File: config.mk
export PLATFORM = sky130hd
export DESIGN_NAME = sprite_palette_lut
export DESIGN_NICKNAME = d
export VERILOG_FILES = /design/src/rtl/sprite_palette_lut.sv
export SDC_FILE = /design/constraint.sdc
export NUM_CORES = 2
export LEC_CHECK = 0
export CORE_UTILIZATION = 40
export CTS_CLUSTER_DIAMETER = 100
export DETAILED_ROUTE_END_ITERATION = 6
export PLACE_DENSITY = 0.67
export REMOVE_ABC_BUFFERS = 1
export SLEW_MARGIN = 20
export SYNTH_ARGS = -nofsm -noshare
export SYNTH_HDL_FRONTEND = slang
export SYNTH_SLANG_ARGS = --single-unit
File: constraint.sdc
create_clock -name Clk -period 12.2 [get_ports Clk]
set_clock_uncertainty 0.05 [all_clocks]
set_input_delay 1.22 -clock Clk [delete_from_list [all_inputs] [get_ports Clk]]
set_output_delay 1.22 -clock Clk [all_outputs]
set_load 0.05 [all_outputs]
File: src/rtl/sprite_palette_lut.sv
// sprite_palette_lut
//   Runtime-loadable multi-palette colour lookup for the sprite renderer.
//   One RAM holds NUM_PAL palettes of 2^IDX_W packed {R,G,B} entries.
//   After reset an INIT sweep clears every entry (busy=1); afterwards each
//   valid pixel index is mapped to RGB with a fixed 2-cycle latency.
//
//   Optional feature macro: PALETTE_HIGHLIGHT_EN
//     defined     : highlight=1 on a non-transparent pixel adds HL_ADD to each
//                   channel, saturating at 2^COLOR_W-1.
//     not defined : highlight is ignored, RAM colour passes through.
//
// Ports
//   Clk, reset_n        clock (rising edge), asynchronous active-low reset
//   pix_valid, pal_sel, index, highlight   lookup request
//   wr_en, wr_pal, wr_idx, wr_rgb          palette write request
//   busy                INIT sweep in progress
//   out_valid, red, green, blue, transparent   lookup result (N+2)
module sprite_palette_lut #(
  parameter int IDX_W      = 4,
  parameter int NUM_PAL    = 12,
  parameter int COLOR_W    = 4,
  parameter int TRANSP_IDX = 0,
  parameter int HL_ADD     = 3
) (
  input  logic                       Clk,
  input  logic                       reset_n,
  input  logic                       pix_valid,
  input  logic [$clog2(NUM_PAL)-1:0] pal_sel,
  input  logic [IDX_W-1:0]           index,
  input  logic                       highlight,
  input  logic                       wr_en,
  input  logic [$clog2(NUM_PAL)-1:0] wr_pal,
  input  logic [IDX_W-1:0]           wr_idx,
  input  logic [3*COLOR_W-1:0]       wr_rgb,
  output logic                       busy,
  output logic                       out_valid,
  output logic [COLOR_W-1:0]         red,
  output logic [COLOR_W-1:0]         green,
  output logic [COLOR_W-1:0]         blue,
  output logic                       transparent
);

  localparam int PAL_W  = $clog2(NUM_PAL);
  localparam int ADDR_W = PAL_W + IDX_W;   // {pal,idx} == pal*2^IDX_W + idx
  localparam int DEPTH  = NUM_PAL * (2 ** IDX_W);
  localparam int RGB_W  = 3 * COLOR_W;

  typedef enum logic {INIT, RUN} state_t;

  state_t              state, state_nx;
  logic [ADDR_W-1:0]   clr_cnt;
  logic                clr_last;

  logic [RGB_W-1:0]    mem [0:DEPTH-1];
  logic                mem_we;
  logic [ADDR_W-1:0]   mem_waddr;
  logic [RGB_W-1:0]    mem_wdata;
  logic [ADDR_W-1:0]   rd_addr;
  logic                wr_ok;
  logic                lookup;
  logic                rd_pal_ok;
  logic                wr_pal_ok;

  logic                s1_valid;
  logic                s1_transp;
  logic                s1_oor;
  logic [RGB_W-1:0]    s1_rgb;
  logic [COLOR_W-1:0]  s2_r, s2_g, s2_b;
  logic                s2_t;

  assign clr_last  = (clr_cnt == ADDR_W'(DEPTH - 1));
  assign rd_pal_ok = ({1'b0, pal_sel} < (PAL_W + 1)'(NUM_PAL));
  assign wr_pal_ok = ({1'b0, wr_pal}  < (PAL_W + 1)'(NUM_PAL));

  // State register and clear counter
  always_ff @(posedge Clk or negedge reset_n) begin
    if (!reset_n) begin
      state   <= INIT;
      clr_cnt <= '0;
    end else begin
      state   <= state_nx;
      clr_cnt <= (state == INIT && !clr_last) ? clr_cnt + 1'b1 : '0;
    end
  end

  // Next state
  always_comb begin
    state_nx = state;
    case (state)
      INIT:    if (clr_last) state_nx = RUN;
      RUN:     state_nx = RUN;
      default: state_nx = INIT;
    endcase
  end

  // FSM outputs
  always_comb begin
    busy = (state == INIT);
  end

  // Requests are only honoured in RUN; during INIT they are dropped.
  assign lookup    = pix_valid && (state == RUN);
  assign wr_ok     = wr_en && wr_pal_ok && (state == RUN);
  assign rd_addr   = {pal_sel, index};
  assign mem_we    = busy || wr_ok;
  assign mem_waddr = busy ? clr_cnt : {wr_pal, wr_idx};
  assign mem_wdata = busy ? '0 : wr_rgb;

  // Palette RAM with write-first bypass on a same-cycle, same-entry hit.
  // Out-of-range palettes read whatever; stage 2 forces the result to 0.
  always_ff @(posedge Clk) begin
    if (mem_we) mem[mem_waddr] <= mem_wdata;
    if (lookup) s1_rgb <= (wr_ok && mem_waddr == rd_addr) ? wr_rgb : mem[rd_addr];
  end

`ifdef PALETTE_HIGHLIGHT_EN
  logic s1_hl;

  function automatic logic [COLOR_W-1:0] brighten(input logic [COLOR_W-1:0] c);
    logic [COLOR_W:0] s;
    s = {1'b0, c} + (COLOR_W + 1)'(HL_ADD);
    return s[COLOR_W] ? '1 : s[COLOR_W-1:0];
  endfunction
`else
  logic unused_highlight;
  assign unused_highlight = highlight;
`endif

  // Stage 1 control
  always_ff @(posedge Clk or negedge reset_n) begin
    if (!reset_n) begin
      s1_valid  <= 1'b0;
      s1_transp <= 1'b0;
      s1_oor    <= 1'b0;
`ifdef PALETTE_HIGHLIGHT_EN
      s1_hl     <= 1'b0;
`endif
    end else begin
      s1_valid  <= lookup;
      s1_transp <= (index == IDX_W'(TRANSP_IDX));
      s1_oor    <= !rd_pal_ok;
`ifdef PALETTE_HIGHLIGHT_EN
      s1_hl     <= highlight;
`endif
    end
  end

  // Stage 2 transform
  always_comb begin
    s2_r = s1_rgb[3*COLOR_W-1:2*COLOR_W];
    s2_g = s1_rgb[2*COLOR_W-1:COLOR_W];
    s2_b = s1_rgb[COLOR_W-1:0];
    s2_t = s1_transp;
    if (s1_oor) begin
      s2_r = '0;
      s2_g = '0;
      s2_b = '0;
      s2_t = 1'b1;
    end
`ifdef PALETTE_HIGHLIGHT_EN
    else if (s1_hl && !s1_transp) begin
      s2_r = brighten(s2_r);
      s2_g = brighten(s2_g);
      s2_b = brighten(s2_b);
    end
`endif
  end

  // Output register; colour holds when no result is produced.
  always_ff @(posedge Clk or negedge reset_n) begin
    if (!reset_n) begin
      out_valid   <= 1'b0;
      red         <= '0;
      green       <= '0;
      blue        <= '0;
      transparent <= 1'b0;
    end else begin
      out_valid <= s1_valid;
      if (s1_valid) begin
        red         <= s2_r;
        green       <= s2_g;
        blue        <= s2_b;
        transparent <= s2_t;
      end
    end
  end

endmodule
## Word-level counts from Yosys, hierarchy flattened

Memories as Yosys holds them, arrays and structs flattened. A register that Yosys moved wholly into a read port is not among the register bits.
Cells that the tools add are included.
W data, S select, Z words.

| cells by class | value |
|---|---|
| add/subtract/negate cells | 1 |
| order comparisons | 2 |
| equality and inequality tests | 1 |
| muxes and demuxes | 11 |
| bitwise logic cells | 1 |
| reductions and logical operators | 8 |

Operators with widths:

| kind | number |
|---|---|
| $mux W8 | 2 |
| $mux W12 | 1 |
| $mux W4 | 3 |
| $add A8 B1 Y8 const B | 1 |
| $eq A8 B8 Y1 const B | 1 |
| $lt A4 B4 Y1 const B | 2 |
| $logic_and A1 B1 Y1 | 4 |
| $logic_not A4 Y1 | 1 |
| $mux W1 | 4 |
| $logic_not A1 Y1 | 2 |
| $pmux W1 S2 | 1 |
| $logic_or A1 B1 Y1 | 1 |
| $not A1 Y1 | 1 |

| word-level totals | value |
|---|---|
| flip-flop bits (word level) | 26 |
| bits in writable memories | 2304 |
| input bits | 33 |
| logic and storage cells | 35 |
| memories | 1 |

Memories:

| name | depth | bits a word | rd ports | clocked after Yosys merged registers in | wr ports | RTL line | text |
|---|---|---|---|---|---|---|---|
| mem | 192 | 12 | 1 | 1 | 1 | 54 | `logic [RGB_W-1:0] mem [0:DEPTH-1];` |

## Logic depth before layout (Yosys ltp)

| depth | value |
|---|---|
| word-level depth | 6 |
| mapped depth | 13 |
| gate-level depth less buffers | 7 |

## Least setup slack after synthesis

OpenSTA, ideal clock, no wires.

| timing path | value |
|---|---|
| path kind | in2reg |
| start | input wr_rgb[7] |
| end | memory mem[0][7] (netlist bit) (data pin) |
| setup time | 0.707 ns |
| data arrival time | 3.695 ns |
| path slack | 7.748 ns |
| stages on the path | 1 |
| cells stage by stage | and2_1 |

| on the way | value |
|---|---|
| longest elaborated chain between the ends | 1 |

RTL lines:

| item | RTL line | text |
|---|---|---|
| start: declaration | 34 | `input logic [3*COLOR_W-1:0] wr_rgb,` |
| $mux W12 | 107 | `assign mem_wdata = busy ? '0 : wr_rgb;` |
| end: declaration | 54 |  |

No other way between the ends.

==> impl_metrics.env <==
export IMPL_nNetsFinal=4427
export IMPL_instances_no_fill=7576
export IMPL_cp_arrival_ps=5830
export IMPL_grt_overflow_total=0
export IMPL_cts_hold_buf=0
export IMPL_synth_edff_count=2316
export IMPL_cts_made_buffers=217
export IMPL_hold_class="register to register"
export IMPL_ys_seq_elements=2342
export IMPL_post_cts_buffers=0
export IMPL_place_inst=7161
export IMPL_track_usage=0.200
export IMPL_first_iter_violations=5680
export IMPL_crit_type="input pin to register"
export IMPL_leakage_uw=0.0262
export IMPL_row_count=174
export IMPL_drt_first_pass_iters=6
export IMPL_gp_congestion=0.917
export IMPL_drive_gt1_frac=0.267
export IMPL_synth_cells=4135
export IMPL_setup_viol=0
export IMPL_max_stage_delay_ps=730
export IMPL_yosysTopAreaCellShare=0.765
export IMPL_grt_max_degree=120
export IMPL_path_cells="buf_8 > buf_4 > buf_12 > mux4_2 > mux2i_1 > o21ai_0 > nor4_1 > o21ai_0 > a21oi_1 > a21oi_1"
export IMPL_grt_pass1_vias=44500
export IMPL_timing_final_crit_share=0.432
export IMPL_core_area_mm2=0.225
export IMPL_cts_reportedPaths_clkPinSlew_ps=70
export IMPL_die_y_um=479
export IMPL_tritoncts="done"
export IMPL_wl_mm=229
export IMPL_hold_viol=0
export IMPL_maxCapViolCount=0
export IMPL_yosys_area_top_type="edfxtp_1"
export IMPL_cts_buffer_depth=3
export IMPL_yosysMostFrequentCell="edfxtp_1"
export IMPL_synthFlopType="edfxtp_1"
export IMPL_end_kind="register"
export IMPL_start_util=0.403
export IMPL_placedInstanceArea_mm2=0.0956
export IMPL_period_minus_slack_ps=5270
export IMPL_grt_pass1_wl_mm=328
export IMPL_clk_latency_ps=900
export IMPL_ctsResizeCount=0
export IMPL_yosysWarnings=0
export IMPL_vdd_drop_max_uv=149
export IMPL_setup_worst_path_start_class="input pin"
export IMPL_slew_headroom=0.130
export IMPL_remaining_drc_errors=0
export IMPL_wl_per_cell_um=30.3
export IMPL_dieArea_mm2=0.229
export IMPL_avgViaCountPerCell=5.84
export IMPL_design_area_mm2=0.103
export IMPL_synth_async_reset_ratio=0.0111
export IMPL_setup_tns_ps=0
export IMPL_synth_cell_types=68
export IMPL_seq_area_frac_synth=0.773
export IMPL_worstMarginPinSlew_ps=1300
export IMPL_die_x_um=479
export IMPL_htreeDepth=4
export IMPL_slowest_stage="nor4_1"
export IMPL_io_pins=48
export IMPL_power_density_mw_per_mm2=154
export IMPL_crit_path_max_fanout=87
export IMPL_portBuffers=46
export IMPL_syn2layout_area_growth_pct=13.3
export IMPL_slew_viol_final=0
export IMPL_syn_area_per_cell_um2=22.0
export IMPL_status="complete, no violations"
export IMPL_fmax_mhz=190
export IMPL_cts_root_buf="clkbuf_16"
export IMPL_rsz0062_at_grt="false"
export IMPL_required_ps=12760
export IMPL_fin_util=0.457
export IMPL_vias=44200
export IMPL_place_hpwl_mm=135
export IMPL_antenna_found_initial=12
export IMPL_netlist_top_cells_count="edfxtp_1, mux4_2, nor2_1"
export IMPL_synth_area_leaders="edfxtp_1, mux4_2, mux2i_1, nor2_1, dfrtp_1"
export IMPL_ant_nets=0
export IMPL_cts_sinks=2342
export IMPL_synthesis_area_mm2=0.0909
registers in the layout (all words and copies together), names as in the netlist:
signal       cells
blue             4
clr_cnt          8
green            4
mem           2304
out_valid        1
red              4
s1_oor           1
s1_rgb          12
s1_transp        1
s1_valid         1
state            1
transparent      1
cells by family after synthesis:
logic type               after synthesis  share of synthesized area
flip-flops                          2342                      0.773
multiplexers                         753                      0.165
AND/OR/NAND/NOR                      474                     0.0225
AO/OA/AOI/OAI                        294                     0.0224
buffers and inverters                257                     0.0158
XOR/XNOR                              14                    0.00135
adder cells (fa/ha/maj)                1                   0.000138
area by class of cell:
type | instances | area [um2]
Fill cell | 18500 | 122000
Sequential cell | 2342 | 70200
Multi-Input combinational cell | 1536 | 19400
Clock buffer | 264 | 5670
Tap cell | 2992 | 3740
Timing Repair Buffer | 271 | 2350
Clock inverter | 141 | 1430
Inverter | 25 | 101
Antenna cell | 5 | 12.5
per-layer routing:
| layer | GRT usage | wire, um | up-vias |
|---|---|---|---|
| li1 | - | - | 17900 |
| met1 | 0.266 | 86700 | 23500 |
| met2 | 0.321 | 110000 | 2370 |
| met3 | 0.0392 | 21000 | 463 |
| met4 | 0.0910 | 11200 | 4 |
| met5 | 0 | 138 | - |
worst max-delay path: cells and delay by family:
kind	cells	cell delay, ps
multiplexers	2	850
AND/OR/NAND/NOR	1	730
buffers and inverters	3	1660
AO/OA/AOI/OAI	4	1110
worst paths after layout:
path                                startpoint                      end  slack, ps  depth (start not counted)
setup / recovery                      index[0]     s1_rgb[10]$_DFFE_PP_       6930                         10
hold / removal             s1_transp$_DFF_PN0_  transparent$_DFFE_PN0P_        490                          2
setup reg to reg               state$_DFF_PN0_    mem[179][3]$_DFFE_PP_       7610                          5
hold reg to reg            s1_transp$_DFF_PN0_  transparent$_DFFE_PN0P_        490                          2
max in group asynchronous              reset_n     clr_cnt[4]$_DFF_PN0_      11040                          2
min in group asynchronous              reset_n      out_valid$_DFF_PN0_        700                          2
metrics by stage:
step	worst slack [ps]	power, uW	hold slack (ps)
after global placement	6110	9290	478
after floorplan	7580	9030	404
final	6930	15900	488
after detailed placement	6090	9290	472
after global routing	6760	16300	520
after CTS	7030	16000	486
where the power goes:
group	switching, uW	leakage [uW]	total, uW	internal, uW
clock	2970	0.00345	6760	3790
sequential	0.456	0.0164	8700	8700
combinational	272	0.00634	412	140
total	3240	0.0262	15900	12600
cell usage in the layout, fill, tap and decap left out, types with 6 or more instances in the layout:
cell	instances
a22oi_1	22
edfxtp_1	2316
buf_4	214
o22ai_1	31
inv_1	21
mux2i_1	144
mux2_2	14
nand3b_1	13
clkinv_2	39
clkbuf_16	220
o21ai_1	8
nor2_1	196
o221ai_1	21
mux4_2	595
a21oi_1	38
nand2_1	105
a31oi_1	10
o32ai_1	8
and2_4	12
a22o_1	16
clkinvlp_4	8
nand3_1	37
clkinv_1	58
o211ai_1	8
xnor2_1	10
dfrtp_1	25
nand2b_1	7
buf_12	8
nor4_1	6
clkbuf_1	44
bufinv_16	22
a221oi_1	21
clkdlybuf4s50_1	40
o21ai_0	57
a211oi_1	12
nor2_2	54
nor3_1	17
No activity file was read; power rests on OpenSTA's default activity.
